===== src/rtl/tri_wave_tracker.sv =====
// ---------------------------------------------------------------------------
// tri_wave_tracker
//
// Receive-side monitor for the LO..HI..LO up/down triangle counter. Watches
// a qualified sample stream, locks onto the ping-pong pattern, reports the
// recovered direction and phase, and flags every sample that breaks the
// predicted sequence. A saturating 8-bit counter accumulates the errors.
//
// Ports:
//   clk           in   system clock, rising edge
//   resetn        in   asynchronous active-low reset
//   sample_valid  in   qualifies sample; low cycles hold all state
//   sample        in   observed counter value [WIDTH-1:0]
//   err_clr       in   synchronous clear of err_count
//   locked        out  tracker is following the pattern (state != HUNT)
//   dir           out  1 = rising, 0 = falling (valid when locked)
//   phase         out  position in period, 0..2*(HI-LO)-1 (valid when locked)
//   err           out  one-cycle pulse per mismatching sample
//   err_count     out  saturating error count
//
// Optional build macro: TRI_WAVE_TRACKER_FORMAL_EN compiles in assertions
// and an input assume for formal use. Logic is identical either way.
//
// FSM states:
//   state  | meaning
//   HUNT   | searching for two consecutive samples one step apart
//   UP     | locked, counter rising toward HI
//   DOWN   | locked, counter falling toward LO
// ---------------------------------------------------------------------------
module tri_wave_tracker #(
    parameter  int WIDTH = 8,
    parameter  int LO    = 150,
    parameter  int HI    = 160,
    localparam int PW    = $clog2(2*(HI-LO))
) (
    input  logic             clk,
    input  logic             resetn,
    input  logic             sample_valid,
    input  logic [WIDTH-1:0] sample,
    input  logic             err_clr,
    output logic             locked,
    output logic             dir,
    output logic [PW-1:0]    phase,
    output logic             err,
    output logic [7:0]       err_count
);

    localparam logic [1:0] S_HUNT = 2'd0;
    localparam logic [1:0] S_UP   = 2'd1;
    localparam logic [1:0] S_DOWN = 2'd2;

    // All value arithmetic is one bit wider than the sample so that
    // prev+1 / prev-1 can never alias an in-range value.
    localparam logic [WIDTH:0] C_LO    = (WIDTH+1)'(LO);
    localparam logic [WIDTH:0] C_HI    = (WIDTH+1)'(HI);
    localparam logic [WIDTH:0] C_SPAN2 = (WIDTH+1)'(2*(HI-LO));

    logic [1:0]       r_state;
    logic             r_have_prev;
    logic [WIDTH-1:0] r_prev;
    logic             r_dir;
    logic [PW-1:0]    r_phase;
    logic             r_err;
    logic [7:0]       r_err_count;

    logic [WIDTH:0]   w_s;
    logic [WIDTH:0]   w_p;
    logic [WIDTH:0]   w_p_inc;
    logic [WIDTH:0]   w_p_dec;
    logic             w_in_range;
    logic             w_locked;
    logic [WIDTH:0]   w_expect;
    logic             w_next_rising;
    logic             w_match;
    logic [WIDTH:0]   w_off;
    logic [WIDTH:0]   w_ph_rise;
    logic [WIDTH:0]   w_ph_fall;
    logic             w_err_now;

    assign w_s        = {1'b0, sample};
    assign w_p        = {1'b0, r_prev};
    assign w_p_inc    = w_p + 1'b1;
    assign w_p_dec    = w_p - 1'b1;
    assign w_in_range = (w_s >= C_LO) && (w_s <= C_HI);
    assign w_locked   = (r_state == S_UP) || (r_state == S_DOWN);

    // Predicted next value and the direction it implies, including the
    // turnaround at each end of the triangle.
    always_comb begin
        w_expect      = w_p_inc;
        w_next_rising = 1'b1;
        case (r_state)
            S_UP: begin
                if (w_p == C_HI) begin
                    w_expect      = C_HI - 1'b1;
                    w_next_rising = 1'b0;
                end else begin
                    w_expect      = w_p_inc;
                    w_next_rising = 1'b1;
                end
            end
            S_DOWN: begin
                if (w_p == C_LO) begin
                    w_expect      = C_LO + 1'b1;
                    w_next_rising = 1'b1;
                end else begin
                    w_expect      = w_p_dec;
                    w_next_rising = 1'b0;
                end
            end
            default: begin
                w_expect      = w_p_inc;
                w_next_rising = 1'b1;
            end
        endcase
    end

    assign w_match   = (w_s == w_expect) && w_in_range;
    assign w_err_now = sample_valid && w_locked && !w_match;

    // Falling LO would otherwise land on 2*(HI-LO); it is the period start.
    assign w_off     = w_s - C_LO;
    assign w_ph_rise = w_off;
    assign w_ph_fall = (w_off == '0) ? '0 : (C_SPAN2 - w_off);

    always_ff @(posedge clk or negedge resetn) begin
        if (!resetn) begin
            r_state     <= S_HUNT;
            r_have_prev <= 1'b0;
            r_prev      <= '0;
            r_dir       <= 1'b0;
            r_phase     <= '0;
            r_err       <= 1'b0;
        end else begin
            r_err <= 1'b0;
            if (sample_valid) begin
                case (r_state)
                    S_UP, S_DOWN: begin
                        if (w_match) begin
                            r_prev  <= sample;
                            r_state <= w_next_rising ? S_UP : S_DOWN;
                            r_dir   <= w_next_rising;
                            r_phase <= w_next_rising ? w_ph_rise[PW-1:0]
                                                     : w_ph_fall[PW-1:0];
                        end else begin
                            r_err   <= 1'b1;
                            r_state <= S_HUNT;
                            if (w_in_range) begin
                                r_prev      <= sample;
                                r_have_prev <= 1'b1;
                            end else begin
                                r_have_prev <= 1'b0;
                            end
                        end
                    end
                    default: begin
                        if (!w_in_range) begin
                            r_have_prev <= 1'b0;
                            r_state     <= S_HUNT;
                        end else if (!r_have_prev) begin
                            r_prev      <= sample;
                            r_have_prev <= 1'b1;
                            r_state     <= S_HUNT;
                        end else if (w_s == w_p_inc) begin
                            r_prev  <= sample;
                            r_state <= S_UP;
                            r_dir   <= 1'b1;
                            r_phase <= w_ph_rise[PW-1:0];
                        end else if (w_s == w_p_dec) begin
                            r_prev  <= sample;
                            r_state <= S_DOWN;
                            r_dir   <= 1'b0;
                            r_phase <= w_ph_fall[PW-1:0];
                        end else begin
                            r_prev  <= sample;
                            r_state <= S_HUNT;
                        end
                    end
                endcase
            end
        end
    end

    // A clear that coincides with an error keeps that error counted.
    always_ff @(posedge clk or negedge resetn) begin
        if (!resetn) begin
            r_err_count <= 8'd0;
        end else if (w_err_now) begin
            if (err_clr)
                r_err_count <= 8'd1;
            else if (r_err_count != 8'hFF)
                r_err_count <= r_err_count + 8'd1;
        end else if (err_clr) begin
            r_err_count <= 8'd0;
        end
    end

    assign locked    = w_locked;
    assign dir       = r_dir;
    assign phase     = r_phase;
    assign err       = r_err;
    assign err_count = r_err_count;

`ifdef TRI_WAVE_TRACKER_FORMAL_EN
    a_locked_state: assert property (@(posedge clk)
        locked == (r_state != S_HUNT));

    a_phase_range: assert property (@(posedge clk)
        int'(phase) < 2*(HI-LO));

    a_prev_in_range: assert property (@(posedge clk)
        locked |-> ((w_p >= C_LO) && (w_p <= C_HI)));

    a_err_cause: assert property (@(posedge clk) disable iff (!resetn)
        err |-> $past(sample_valid && w_locked));

    a_dir_phase: assert property (@(posedge clk)
        dir |-> (int'(phase) <= (HI-LO)));

    a_cnt_monotonic: assert property (@(posedge clk) disable iff (!resetn)
        !$past(err_clr) |-> (err_count >= $past(err_count)));

    // Restrict the environment to a legal generator trace while locked.
    m_legal_trace: assume property (@(posedge clk) disable iff (!resetn)
        (w_locked && sample_valid) |-> w_match);
`endif

endmodule


===== config.mk =====
export PLATFORM = sky130hd
export DESIGN_NAME = tri_wave_tracker
export DESIGN_NICKNAME = d
export VERILOG_FILES = /design/src/rtl/tri_wave_tracker.sv
export SDC_FILE = /design/constraint.sdc
export NUM_CORES = 1
export LEC_CHECK = 0
export ABC_AREA = 1
export CELL_PAD_IN_SITES_DETAIL_PLACEMENT = 1
export CELL_PAD_IN_SITES_GLOBAL_PLACEMENT = 1
export CORE_UTILIZATION = 36
export DETAILED_ROUTE_END_ITERATION = 10
export PLACE_DENSITY_LB_ADDON = 0.25
export SETUP_SLACK_MARGIN = 0.05
export SYNTH_ARGS = -nofsm -noshare
export SYNTH_HDL_FRONTEND = slang
export SYNTH_SLANG_ARGS = --single-unit

===== constraint.sdc =====
create_clock -name clk -period 2.4 [get_ports clk]
set_clock_uncertainty 0.2 [all_clocks]
set_input_delay 0.6 -clock clk [delete_from_list [all_inputs] [get_ports clk]]
set_output_delay 0.6 -clock clk [all_outputs]
set_load 0.01 [all_outputs]

# Yosys cells after proc, flatten, opt, wreduce, memory -nomap -nowiden
# Cells that the tools add are included.
# word_totals
register_bits,26
ram_bits,0
in_bits,12
rom_bits,0
latchBits,0
n_memories,0
elab_cells,80
output_inout_bits,16
# classes
mux,40
multipliers,0
magnitude_cmp,2
n_reduce_logical,16
n_bitwise,0
div,0
shift,0
addsub,5
eq_ne,10
# ops
operator,n
$mux 8,7
$mux 5,8
$eq 8x9->1,3
$mux 9,2
$pmux 9 s2,1
$eq 8x8->1 const B,2
$mux 1,14
$mux 2,7
$add 8x1->9 const B,1
$logic_not 9->1,1
$sub 8x1->9 const B,1
$sub 8x8->9 const B,1
$add 8x1->8 const B,1
$ge 8x8->1 const B,1
$le 8x8->1 const B,1
$ne 8x8->1 const B,1
$reduce_bool 2->1,4
$reduce_and 5->1,1
$sub 5x5->5 const A,1
$logic_and 1x1->1,4
$ne 2x2->1 const B,2
$reduce_and 2->1,2
$reduce_bool 3->1,1
$eq 2x1->1 const B,1
5 further kinds,5

# Depth between registers and ports, before layout
# depth
word_depth,9
mapped_depth,20
ltp_nobuf,19

# Worst setup path before layout
# No wires, ideal clock.
# synth_timing
path_type,reg-to-reg
start,reg r_state[0]
end,"reg r_phase[4], in the netlist phase[4]"
slack_ns,0.044
path_buffers,1
required_time_ns,2.082
setup_time_ns,0.118
t_arrival_ns,2.038
path_stages_with_launch,16
cell_sequence,dfrtp_1 -> inv_1 -> ha_1 -> buf_2 -> nor2_1 -> inv_1 -> o21ai_0 -> nand4_1 -> nand2_1 -> nand2_1 -> nor2_2 -> nand3_4 -> nand2_4 -> nand3_4 -> nand2_1 -> nand2_1
# synth_between
elab_chain_len,6
# synth_rtl
element,line_no,rtl
"start, declared",58,logic [1:0] r_state;
"start signal, assigned",141,r_state <= w_next_rising ? S_UP : S_DOWN;
$eq 2x2->1 / $eq 2x1->1 (equally long branches),"92, 137",
$pmux 9 s2,92,case (r_state)
$eq 8x9->1,118,assign w_match = (w_s == w_expect) && w_in_range;
$logic_and 1x1->1,118,
$ne 2x2->1 (no source line),--,
$reduce_and 5->1 (no source line),--,
"end signal, assigned",143,r_phase <= w_next_rising ? w_ph_rise[PW-1:0]
"end signal, assigned",168,r_phase <= w_ph_rise[PW-1:0];
"end signal, assigned",173,r_phase <= w_ph_fall[PW-1:0];
"end, declared",62,logic [PW-1:0] r_phase;
# Parallel ways exist; a longest one is shown, timed or not. The select of a mux whose other input is x is not followed.
# A chain may end at the register's enable or synchronous reset.

# Worst setup path in the final report
# layout_timing
start,reg r_prev[0]
end,"reg r_phase[1], in the netlist phase[1]"
# layout_between
elab_chain_len,7
# layout_rtl
element,line_no,rtl
"start, declared",60,logic [WIDTH-1:0] r_prev;
"start signal, assigned",140,r_prev <= sample;
"start signal, assigned",149,r_prev <= sample;
"start signal, assigned",161,r_prev <= sample;
"$sub 8x1->9, or another cell as far along",83,assign w_p_dec = w_p - 1'b1;
$mux 9 (on tied branches),"103, 94",
$pmux 9 s2,92,
$eq 8x9->1,118,
$logic_and 1x1->1,118,
$ne 2x2->1 (no source line),--,
$reduce_and 5->1 (no source line),--,
# Parallel ways exist; a longest one is shown, timed or not. The select of a mux whose other input is x is not followed.

==> impl_metrics.toml <==
[logic_synthesis]
yosysSeqAreaShare = 0.253
synth_area_per_cell_um2 = 6.04
synth_top_area_cell = "dfrtp_1"
synth_top_area_frac = 0.253
netlist_area_um2 = 2570
synth.distinct_cells = 32
synthTopCellsByArea = "dfrtp_1 (25%), nand2_1 (21%), nand3_1 (9.7%), nor2_1 (8.5%), inv_1 (6.3%)"
synth_fp_nets = 447
ys_warn_count = 0
yosys_register_bits = 26
synthCells = 425

[drt]
drt.antenna.violating_nets = 0
via_per_inst = 5.08
totalWireLength_um = 10300
first_iter_violations = 158
wl_per_cell_um = 16.6
drt-pass1-iter-count = 4
drc = 0
dr_total_vias = 3162

[timing]
timing.final.crit_share = 1.11
max_freq_ghz = 0.374
report.final.slew_viol_count = 0
timing.hold.ws_ns = 0.309
layout_setup_ws_ns = -0.276
setup_viol = 18
rsz0062_at_grt = "true"
worst_slew_pin_slew_ns = 0.405
tns_ns = -3.91
hold_viol_final = 0
relSlewSlack = 0.730
min_period_ns = 2.68

[global_routing]
grt_start_max_net_pins = 27
grt_pass1_wl_um = 15800
busiest_layer = "met2"
grt_pass1_vias = 3275
grt_usage = 0.273
overflow = 0
grtUsageMet2 = 0.522
grt_util_met1 = 0.323
antenna_found_initial = 0
use_met3 = 0.0305

[clock_network]
cts_root_buffer = "clkbuf_8"
cts_num_sinks = 26
cts_buffers = 3
clock_path_buffers = 2
htree_levels = 1
cts.clk_slew.worst_paths_ns = 0.09
cts_tree = "built"
insertion_delay_ns = 0.28

[flow_run]
cap_violations = 0

[placement]
portBuffers = 27
gp_congestion = 0.912
hpwl_um = 7310
post-place-ws_ns = -0.956

[die]
initial_core_util = 0.376
core_um2 = 6830
design.die.area_um2 = 7480
num_rows = 30
io-pin-count = 28
die_w_um = 86.5
die_h_um = 86.5

[critical_path]
crit_path_max_incr_delay_ns = 0.42
cp_slowest_cell = "dfrtp_1"
crit_start = "r_prev[0]$_DFFE_PN0P_"
critPathLaunchType = "flop"
crit_chain = "inv_2 > ha_1 > nand2_2 > nor2_4 > nand4_1 > nand3_1 > nand2_2 > nand2_2 > nand2_2 > nor2_4 > nand3_4 > nand2_4 > nand3_4 > nand2_1 > nand2_1"
crit_fanout = 6
critPathKind = "flop to flop"
crit_top_cell = "nand2_2"
end_kind = "flop"
cp.required_ns = 2.37
timing.rr.start = "r_prev[0]$_DFFE_PN0P_"
arrival_ns = 2.65

[finish]
area_delta_synth_final_pct = 48.8
finish.utilization = 0.559
drive_gt1_frac = 0.344
nNetsFinal = 549
diodes = 0

[power_and_ir_drop]
power_mw = 2.16
ir_drop_mv = 0.405
p_leak_nw = 1.93
power_density_nw_per_um2 = 566

[worst_hold_path]
hp-start = "phase[4]$_DFFE_PN0P_"
hp-class = "flop to flop"

[outcome]
outcome = "finished, violations left"
violations = "setup timing"
==> power by group <==
group / total [mW] / internal [mW] / switching, mW
combinational: 1.27 / 0.542 / 0.731
sequential: 0.599 / 0.510 / 0.0890
clock: 0.290 / 0.147 / 0.143
==> stage by stage <==
step | instances | area, um2
floorplan | 425 | 2570
global placement | 600 | 3360
detailed placement | 600 | 3360
CTS | 616 | 3660
global route | 622 | 3820
finish | 622 | 3820
==> sequential cells by signal, indices dropped and copies added (netlist names) <==
register	cells
phase	5
r_prev	8
err	1
dir	1
r_have_prev	1
err_count	8
r_state	2
==> what timing repair did <==
action / CTS / global route
buffers inserted: 12 / 6
pin swaps: 27 / 20
endpoints found under the setup margin: 26 / 19
resized for setup: 77 / 35
hold buffers: 0 / 0
gates cloned: 0 / 0
==> cell usage after synthesis (all sizes together) <==
master  number
nand2      148
nor2        68
nand3       54
inv         50
dfrtp       26
o21ai       14
a21oi       11
ha          10
nand4       10
xor2        10
buf          5
nor3         4
or2          4
a22oi        2
nand3b       2
xnor2        2
clkbuf       1
clkinv       1
nor3b        1
o21bai       1
o22ai        1
==> layer usage <==
layer / vias to the layer above / share of wire / routed length [um]
met1: 1546 / 0.42 / 4340
met5: - / 0 / 0
met4: 0 / 0.024 / 250
met3: 21 / 0.023 / 241
met2: 50 / 0.53 / 5490
li1: 1545 / - / -
==> worst max-delay path, delay by kind of cell (launching register included) <==
kind / cells / cell delay [ns]
AND/OR/NAND/NOR: 13 / 1.65
flip-flops: 1 / 0.42
adder cells (fa/ha/maj): 1 / 0.18
buffers and inverters: 1 / 0.12
==> layout make-up <==
| class | instances | area, um2 |
|---|---|---|
| multi-input cells | 342 | 1960 |
| repair buffers | 103 | 831 |
| inverters | 51 | 201 |
| flip-flops and latches | 26 | 653 |
| well taps | 96 | 120 |
| clock buffers | 4 | 55.1 |
| fillers | 945 | 3010 |
==> worst paths after layout <==
| kind | cells past startpoint | end | slack, ns |
|---|---|---|---|
| max | 15 | phase[1]$_DFFE_PN0P_ | -0.28 |
| min in group asynchronous | 2 | err_count[2]$_DFFE_PN0P_ | 0.48 |
| min reg2reg | 2 | phase[4]$_DFFE_PN0P_ | 0.31 |
| min | 2 | phase[4]$_DFFE_PN0P_ | 0.31 |
| max in group asynchronous | 2 | r_prev[2]$_DFFE_PN0P_ | 1.24 |
| max reg2reg | 15 | phase[1]$_DFFE_PN0P_ | -0.28 |
==> cells by family after synthesis <==
family | share of synthesized area
buffers and inverters | 0.0886
adder cells (fa/ha/maj) | 0.0487
AO/OA/AOI/OAI | 0.0599
AND/OR/NAND/NOR | 0.509
XOR/XNOR | 0.0409
flip-flops | 0.253
==> placed cells by master (no fill, tap or decap), drive strengths merged <==
cell type,count
clkinv,1
nand3,54
a21oi,11
clkdlybuf4s15,2
nor3b,1
nand3b,2
xnor2,2
dlygate4sd2,3
dfrtp,26
clkbuf,5
nor3,4
o21ai,14
nand2,148
or2,4
xor2,10
o21bai,1
clkdlybuf4s50,18
nand4,10
buf,79
ha,10
nor2,68
inv,50
o22ai,1
a22oi,2
(Power assumes the default switching activity.)
